[src/rtl/scanline_reader.sv]
// Read side of the ping-pong line buffer: owns the active bank, swaps at line boundaries, emits aligned indices.
// Latency 2 clocks from the pixel_en sampling edge to pix_*; accepts one pixel per clock, no backpressure.
// Optional SCANLINE_UNDERRUN_CNT_EN adds a saturating 16-bit underrun_count output.
module scanline_reader #(
  parameter int H_ACTIVE = 640,
  parameter int H_TOTAL  = 800,
  parameter int V_ACTIVE = 480,
  parameter int V_TOTAL  = 525,
  parameter int IDX_W    = 4
) (
  input  logic             Clk50,
  input  logic             Reset_n,
  input  logic             pixel_en,
  input  logic [9:0]       DrawX,
  input  logic [9:0]       DrawY,
  input  logic             blank,
  input  logic             line_ready,
  output logic             line_ack,
  output logic             rd_bank,
  output logic [9:0]       rd_addr,
  input  logic [IDX_W-1:0] rd_data,
  input  logic [IDX_W-1:0] bg_index,
  output logic [IDX_W-1:0] pix_index,
  output logic             pix_valid,
  output logic             pix_blank,
  output logic             underrun
`ifdef SCANLINE_UNDERRUN_CNT_EN
  ,
  output logic [15:0]      underrun_count
`endif
);

  localparam logic [9:0] H_LAST = 10'(H_TOTAL - 1);
  localparam logic [9:0] V_LAST = 10'(V_TOTAL - 1);
  localparam logic [9:0] H_ACT  = 10'(H_ACTIVE);
  localparam logic [9:0] V_ACT  = 10'(V_ACTIVE);

  typedef enum logic [1:0] {
    IDLE     = 2'd0,
    ACTIVE   = 2'd1,
    UNDERRUN = 2'd2,
    VBLANK   = 2'd3
  } state_t;

  state_t     state, state_nxt;
  logic       pending, pending_nxt;
  logic       swap, urun;
  logic       line_evt;
  logic [9:0] next_row;

  logic s1_vld, s1_blank, s1_inr, s1_act;
  logic s2_vld, s2_blank, s2_inr, s2_act;

  assign line_evt = pixel_en && (DrawX == H_LAST);
  assign next_row = (DrawY == V_LAST) ? 10'd0 : DrawY + 10'd1;

  // A line_ready coinciding with the line event counts as already pending.
  always_comb begin
    state_nxt = state;
    swap      = 1'b0;
    urun      = 1'b0;
    if (line_evt) begin
      if (next_row >= V_ACT) begin
        state_nxt = VBLANK;
      end else if (pending || line_ready) begin
        swap      = 1'b1;
        state_nxt = ACTIVE;
      end else begin
        urun      = 1'b1;
        state_nxt = UNDERRUN;
      end
    end
    pending_nxt = swap ? 1'b0 : (pending || line_ready);
  end

  always_ff @(posedge Clk50 or negedge Reset_n) begin
    if (!Reset_n) begin
      state    <= IDLE;
      pending  <= 1'b0;
      rd_bank  <= 1'b0;
      line_ack <= 1'b0;
      underrun <= 1'b0;
    end else begin
      state    <= state_nxt;
      pending  <= pending_nxt;
      rd_bank  <= rd_bank ^ swap;
      line_ack <= swap;
      underrun <= urun;
    end
  end

  // Stage 1 issues the RAM address; stage 2 waits out the RAM read.
  always_ff @(posedge Clk50 or negedge Reset_n) begin
    if (!Reset_n) begin
      rd_addr  <= 10'd0;
      s1_vld   <= 1'b0;
      s1_blank <= 1'b0;
      s1_inr   <= 1'b0;
      s1_act   <= 1'b0;
      s2_vld   <= 1'b0;
      s2_blank <= 1'b0;
      s2_inr   <= 1'b0;
      s2_act   <= 1'b0;
    end else begin
      s1_vld <= pixel_en;
      if (pixel_en) begin
        rd_addr  <= (DrawX < H_ACT) ? DrawX : 10'd0;
        s1_blank <= blank;
        s1_inr   <= (DrawX < H_ACT);
        s1_act   <= (state == ACTIVE);
      end
      s2_vld   <= s1_vld;
      s2_blank <= s1_blank;
      s2_inr   <= s1_inr;
      s2_act   <= s1_act;
    end
  end

  always_ff @(posedge Clk50 or negedge Reset_n) begin
    if (!Reset_n) begin
      pix_index <= '0;
      pix_valid <= 1'b0;
      pix_blank <= 1'b0;
    end else begin
      pix_valid <= s2_vld;
      if (s2_vld) begin
        pix_blank <= s2_blank;
        if (!s2_blank)
          pix_index <= '0;
        else if (s2_act && s2_inr)
          pix_index <= rd_data;
        else
          pix_index <= bg_index;
      end
    end
  end

`ifdef SCANLINE_UNDERRUN_CNT_EN
  always_ff @(posedge Clk50 or negedge Reset_n) begin
    if (!Reset_n)
      underrun_count <= 16'd0;
    else if (underrun && (underrun_count != 16'hFFFF))
      underrun_count <= underrun_count + 16'd1;
  end
`endif

endmodule

[config.mk]
export PLATFORM = sky130hd
export DESIGN_NAME = scanline_reader
export DESIGN_NICKNAME = d
export VERILOG_FILES = /design/src/rtl/scanline_reader.sv
export SDC_FILE = /design/constraint.sdc
export NUM_CORES = 1
export LEC_CHECK = 0
export CAP_MARGIN = 15
export CORE_MARGIN = 1
export CORE_UTILIZATION = 33
export CTS_CLUSTER_SIZE = 28
export DETAILED_ROUTE_END_ITERATION = 7
export GPL_ROUTABILITY_DRIVEN = 0
export PLACE_DENSITY = 0.66
export SKIP_CTS_REPAIR_TIMING = 1
export SLEW_MARGIN = 25
export SYNTH_ARGS = -nofsm -noshare
export SYNTH_HDL_FRONTEND = slang
export SYNTH_SLANG_ARGS = --single-unit
[constraint.sdc]
create_clock -name Clk50 -period 2.24 [get_ports Clk50]
set_input_delay 0.56 -clock Clk50 [delete_from_list [all_inputs] [get_ports Clk50]]
set_output_delay 0.56 -clock Clk50 [all_outputs]
set_load 0.05 [all_outputs]
# Word-level counts from Yosys, hierarchy flattened
# Index checks and enable logic that the tools add are counted.
totals:
  reg_bits: 30
  elab_cells: 40
  output_inout_bits: 19
  input_bits: 33
op_classes:
  add_sub_neg: 1
  n_eq_ne: 3
  n_lt_le_gt_ge: 2
  bitwise: 1
  n_reduce_logical: 3
  muxes: 13
ops:
  columns: ["op", "n"]
  rows:
  - ["== test 10 bit (second input constant)", 2]
  - ["2-to-1 mux 10 bit", 2]
  - ["adder 10 x 1 -> 10 bit (second input constant)", 1]
  - [">= comparator 10 x 9 -> 1 bit (second input constant)", 1]
  - ["< comparator 10 bit (second input constant)", 1]
  - ["2-to-1 mux 4 bit", 2]
  - ["2-to-1 mux 1 bit", 7]
  - ["2-to-1 mux 2 bit", 2]
  - ["== test 2 x 1 -> 1 bit (second input constant)", 1]
  - ["logical AND 1 bit", 2]
  - ["logical OR 1 bit", 1]
  - ["XOR 1 bit", 1]

# Longest topological paths before layout
depth:
  depth_word: 6
  ltp_mapped: 7
  depth_no_buf: 7

# Worst setup path before layout
# No wires, ideal clock.
synth_timing:
  kind: "input -> register"
  startpoint: "in DrawY[0]"
  endpoint: "reg state[0]"
  arrival_time_ns: 1.850
  slack_ns: 0.259
  path_stages: 7
  path_buffers: 0
  setup_time_ns: 0.131
  path_cell_list: "inv_1 ha_1 or4b_1 o311ai_2 nand2_2 nor4b_2 a21oi_1"
synth_via:
  elab_chain_len: 4
  elab_cells_between_ends: 5
  cone_classes: "add/sub (1); order compare (1); eq/ne (1); mux (2)"
synth_lines:
  columns: ["element", "line", "source"]
  rows:
  - ["start: declaration", "15", "input logic [9:0] DrawY,"]
  - ["adder 10 x 1 -> 10 bit / == test 10 bit (equally long branches)", "55", "assign next_row = (DrawY == V_LAST) ? 10'd0 : DrawY + 10'd1;"]
  - ["2-to-1 mux 10 bit *", "55", null]
  - [">= comparator 10 x 9 -> 1 bit *", "63", "if (next_row >= V_ACT) begin"]
  - ["2-to-1 mux 2 bit *", "63", null]
  - ["end signal: assignment", "84", "state <= state_nxt;"]
  - ["end: declaration", "45", "state_t state, state_nxt;"]
# Every way passes the cells marked *; elsewhere a longest branch is shown, timed or not.
# A chain may end at the register's enable or synchronous reset.

# Final worst setup path
layout_timing:
  startpoint: "in DrawY[8]"
  endpoint: "reg rd_bank"
layout_via:
  elab_chain_len: 6
  elab_cells_between_ends: 7
  cone_classes: "add/sub (1); order compare (1); eq/ne (1); mux (3); bitwise (1)"
layout_lines:
  columns: ["element", "line", "source"]
  rows:
  - ["adder 10 x 1 -> 10 bit / == test 10 bit (equally long branches)", "55", null]
  - ["2-to-1 mux 10 bit *", "55", null]
  - [">= comparator 10 x 9 -> 1 bit *", "63", null]
  - ["2-to-1 mux 1 bit *", "63", null]
  - ["2-to-1 mux 1 bit *", "62", "if (line_evt) begin"]
  - ["named net swap", "47", "logic swap, urun;"]
  - ["XOR 1 bit *", "86", "rd_bank <= rd_bank ^ swap;"]
  - ["end signal: assignment", "86", null]
  - ["end: declaration", "19", "output logic rd_bank,"]
# Mark *: on every way through the listed nets, which the timed path passes. The rest lies on a longest branch.

==> impl_metrics.env <==
export IMPL_nFillCells=318
export IMPL_grt_antenna_before_repair=0
export IMPL_worst_ir_drop_vdd_v=0.0003543
export IMPL_maximum_number_of_buffers_from_clock_root_to_sink=2
export IMPL_report_final_slew_viol_count=0
export IMPL_detail_route_antenna_nets=0
export IMPL_hold_viol_final=0
export IMPL_grt_start_max_net_pins=31
export IMPL_wl_per_cell_microns=12.45
export IMPL_outcome="finished clean"
export IMPL_end_kind="flip-flop"
export IMPL_boundaryPins=52
export IMPL_chipHeight_microns=64.10
export IMPL_postSynthRegisterBits=30
export IMPL_hp_start="s1_vld$_DFF_PN0_"
export IMPL_grt_pass1_vias=1053
export IMPL_holdCritPathClass="reg2reg"
export IMPL_p_sw_uw=380.2
export IMPL_cts_tree="yes"
export IMPL_synth_xor_area_share_pct=0.6883
export IMPL_synth_cells=102
export IMPL_power_share_clock_pct=42.7
export IMPL_final_core_utilization_pct=57.53
export IMPL_synth_compound_gate_area_share_pct=14.55
export IMPL_clock_slew_seen_by_the_registers_of_the_worst_setup_and_hold_paths_ps=60
export IMPL_worst_clock_skew_ps=4.684
export IMPL_synth_yosys_warnings=0
export IMPL_hold_ws_ps=363.0
export IMPL_whs_endpoint="s2_vld$_DFF_PN0_"
export IMPL_cellPowerDensity_nw_per_um2=737.2
export IMPL_globalRoute_totalOverflow=0
export IMPL_synth_yosys_seq_area_share_pct=59.00
export IMPL_regToRegStartpoint="pending$_DFF_PN0_"
export IMPL_synth_to_final_area_change_pct=66.77
export IMPL_worst_skew_pair_late_latency_ps=280
export IMPL_synth_fp_nets=137
export IMPL_final_min_period_over_clock_period_pct=93.67
export IMPL_post_layout_power_mw=1.564
export IMPL_buffer_ports_inserted=51
export IMPL_cts_htree_levels=2
export IMPL_post_route_cell_area_sq_um=2122
export IMPL_startpoint_type="primary input"
export IMPL_clock_sinks=30
export IMPL_cts_inserted_buffers=5
export IMPL_layout_min_cycle_time_ps=2098
export IMPL_netlist_cell_type_count=34
export IMPL_grt_total_usage_pct=14.71
export IMPL_relative_max_transition_margin_pct=65.84
export IMPL_placed_area_sq_um=1933
export IMPL_grt_first_pass_wirelength_microns=4505
export IMPL_worstPathRequired_ps=2450
export IMPL_dr_pass1_iters=4
export IMPL_timing_reg2reg_worst_path_depth=3
export IMPL_setup_violations=0
export IMPL_power_share_switching_pct=24.30
export IMPL_cp_max_fo=3
export IMPL_synth_top_family_by_area="compound AO/OA/AOI/OAI gates"
export IMPL_fmaxAchievable_mhz=476.6
export IMPL_dpl_hpwl_microns=2122
export IMPL_initial_utilization_pct=34.50
export IMPL_finalSetupTns_ps=0
export IMPL_layout_cells_most_common="clkdlybuf4s50_1"
export IMPL_route_detailed_drc=0
export IMPL_post_synth_fa_ha_maj_area_fraction_pct=1.967
export IMPL_die_w_microns=64.10
export IMPL_setup_reg_to_reg_worst_slack_ps=1130
export IMPL_layout_cells_most_common_list="clkdlybuf4s50_1, dfrtp_1, buf_4"
export IMPL_critical_path_arrival_ps=2300
export IMPL_drt_total_wl_microns=2752
export IMPL_max_slew_worst_pin_slew_ps=510.8
export IMPL_muxShareOfSynthArea_pct=4.818
export IMPL_drt_vias_per_instance=4.670
export IMPL_pwr_share_seq_pct=38.1
export IMPL_cts_root_buf="clkbuf_8"
export IMPL_endpoint_of_the_worst_register_to_register_path="state[0]$_DFFE_PN0P_"
export IMPL_final_net_count=207
export IMPL_via_count=1032
export IMPL_fraction_of_final_layout_cells_with_drive_strength_greater_than_1_pct=17.34
export IMPL_core_area_sq_um=3689
export IMPL_power_leakage_nw=1.017
export IMPL_drtIter0Drc=36
export IMPL_grt_setup_unrepaired="no"
export IMPL_die_area_sq_um=4108
export IMPL_power_internal_mw=1.184
export IMPL_synth_avg_cell_area_sq_um=12.48
export IMPL_syn_area_sq_um=1272
export IMPL_post_synth_and_or_nand_nor_area_fraction_pct=14.55
export IMPL_timing_worst_setup_path_type="in2reg"
export IMPL_insertedDiodeCount=0
export IMPL_whs_path_depth=0
export IMPL_placement_rows=22
export IMPL_drv_cap=0
export IMPL_combinational_cell_fraction_of_total_power_pct=19.3
## how the worst max path moves through the flow
stage	cells past startpoint	to	slack (ps)	from
floorplan	7	state[0]$_DFFE_PN0P_	260	DrawY[0]
global placement	8	state[0]$_DFFE_PN0P_	-230	DrawY[0]
detailed placement	8	state[0]$_DFFE_PN0P_	-300	DrawY[1]
CTS	8	state[0]$_DFFE_PN0P_	-20	DrawY[1]
global route	6	rd_bank$_DFF_PN0_	40	DrawY[8]
finish	6	rd_bank$_DFF_PN0_	140	DrawY[8]
## registers in the layout (all words and copies together), names as in the netlist
name	cells
s2_act	1
pix_index	4
pix_valid	1
s1_act	1
pix_blank	1
s2_blank	1
line_ack	1
s1_blank	1
s1_inr	1
rd_bank	1
underrun	1
pending	1
s1_vld	1
state	2
rd_addr	10
s2_inr	1
s2_vld	1
## metrics by stage
stage          setup slack, ps  cells
3_3_place_gp            -231.3    213
6_report                 141.8    221
3_5_place_dp            -298.4    213
4_1_cts                 -19.31    221
2_1_floorplan            259.0    102
5_1_grt                  36.75    221
## power by group through the flow
stage	registers, mW	logic (mW)	clock network (mW)
2_1_floorplan	0.695	0.0529	0
3_3_place_gp	0.604	0.295	0
3_5_place_dp	0.605	0.299	0
4_1_cts	0.596	0.300	0.681
5_1_grt	0.600	0.320	0.711
6_report	0.595	0.301	0.668
## cells in the mapped netlist
| library cell | n | share of area (%) |
|---|---|---|
| a21o_1 | 1 | 0.59 |
| a21oi_1 | 2 | 0.79 |
| a22o_1 | 7 | 4.8 |
| and3b_2 | 1 | 0.79 |
| and4_1 | 1 | 0.69 |
| buf_4 | 1 | 0.59 |
| clkinv_1 | 1 | 0.29 |
| dfrtp_1 | 30 | 59 |
| ha_1 | 2 | 2.0 |
| inv_1 | 12 | 3.5 |
| mux2_2 | 1 | 0.88 |
| mux2i_1 | 5 | 3.9 |
| nand2_1 | 9 | 2.7 |
| nand2_2 | 1 | 0.49 |
| nand3_1 | 1 | 0.39 |
| nand3b_1 | 2 | 1.2 |
| nand4_4 | 1 | 1.7 |
| nand4b_1 | 1 | 0.69 |
| nor2_1 | 3 | 0.88 |
| nor3_1 | 1 | 0.39 |
| nor4_1 | 1 | 0.49 |
| nor4_4 | 1 | 1.7 |
| nor4b_2 | 1 | 1.2 |
| o21a_1 | 1 | 0.59 |
| o21ai_0 | 3 | 1.2 |
| o22ai_1 | 4 | 2.0 |
| o2bb2ai_1 | 1 | 0.69 |
| o311ai_0 | 1 | 0.69 |
| o311ai_2 | 1 | 1.3 |
| o32ai_1 | 1 | 0.69 |
| o41ai_2 | 1 | 1.3 |
| or4_1 | 1 | 0.59 |
| or4b_1 | 1 | 0.79 |
| xor2_1 | 1 | 0.69 |
## worst max-delay path: stages
cell and delay, ps:
clkdlybuf4s50_1 520, nand2_1 140, o311ai_0 440, nand2_2 170, nor4_4 300, xor2_1 160
## routing by layer
layer  up-vias  share of wire (%)  wire (microns)  track usage (%)
li1        505                  -               -                -
met3         3                7.2             198            5.893
met4         0               0.80              22            6.667
met5         -                  0               0                0
met1       482                 45            1245            16.93
met2        42                 47            1286            23.94
## cell type report
class | instances | area, sq um | share of cell area, %
Timing Repair Buffer | 64 | 620.6 | 29.25
Inverter | 13 | 48.80 | 2.300
Clock buffer | 6 | 82.58 | 3.892
Sequential cell | 30 | 750.7 | 35.38
Tap cell | 48 | 60.06 | 2.830
Clock inverter | 2 | 60.06 | 2.830
Multi-Input combinational cell | 58 | 499.2 | 23.53
## cell families (layout without fill, tap and decap cells)
logic type | count (synthesis) | count (layout)
AND/OR/NAND/NOR | 26 | 26
AO/OA/AOI/OAI | 23 | 23
adder cells (fa/ha/maj) | 2 | 2
multiplexers | 6 | 6
XOR/XNOR | 1 | 1
flip-flops | 30 | 30
buffers and inverters | 14 | 85
No activity file was read; power rests on OpenSTA's default activity.
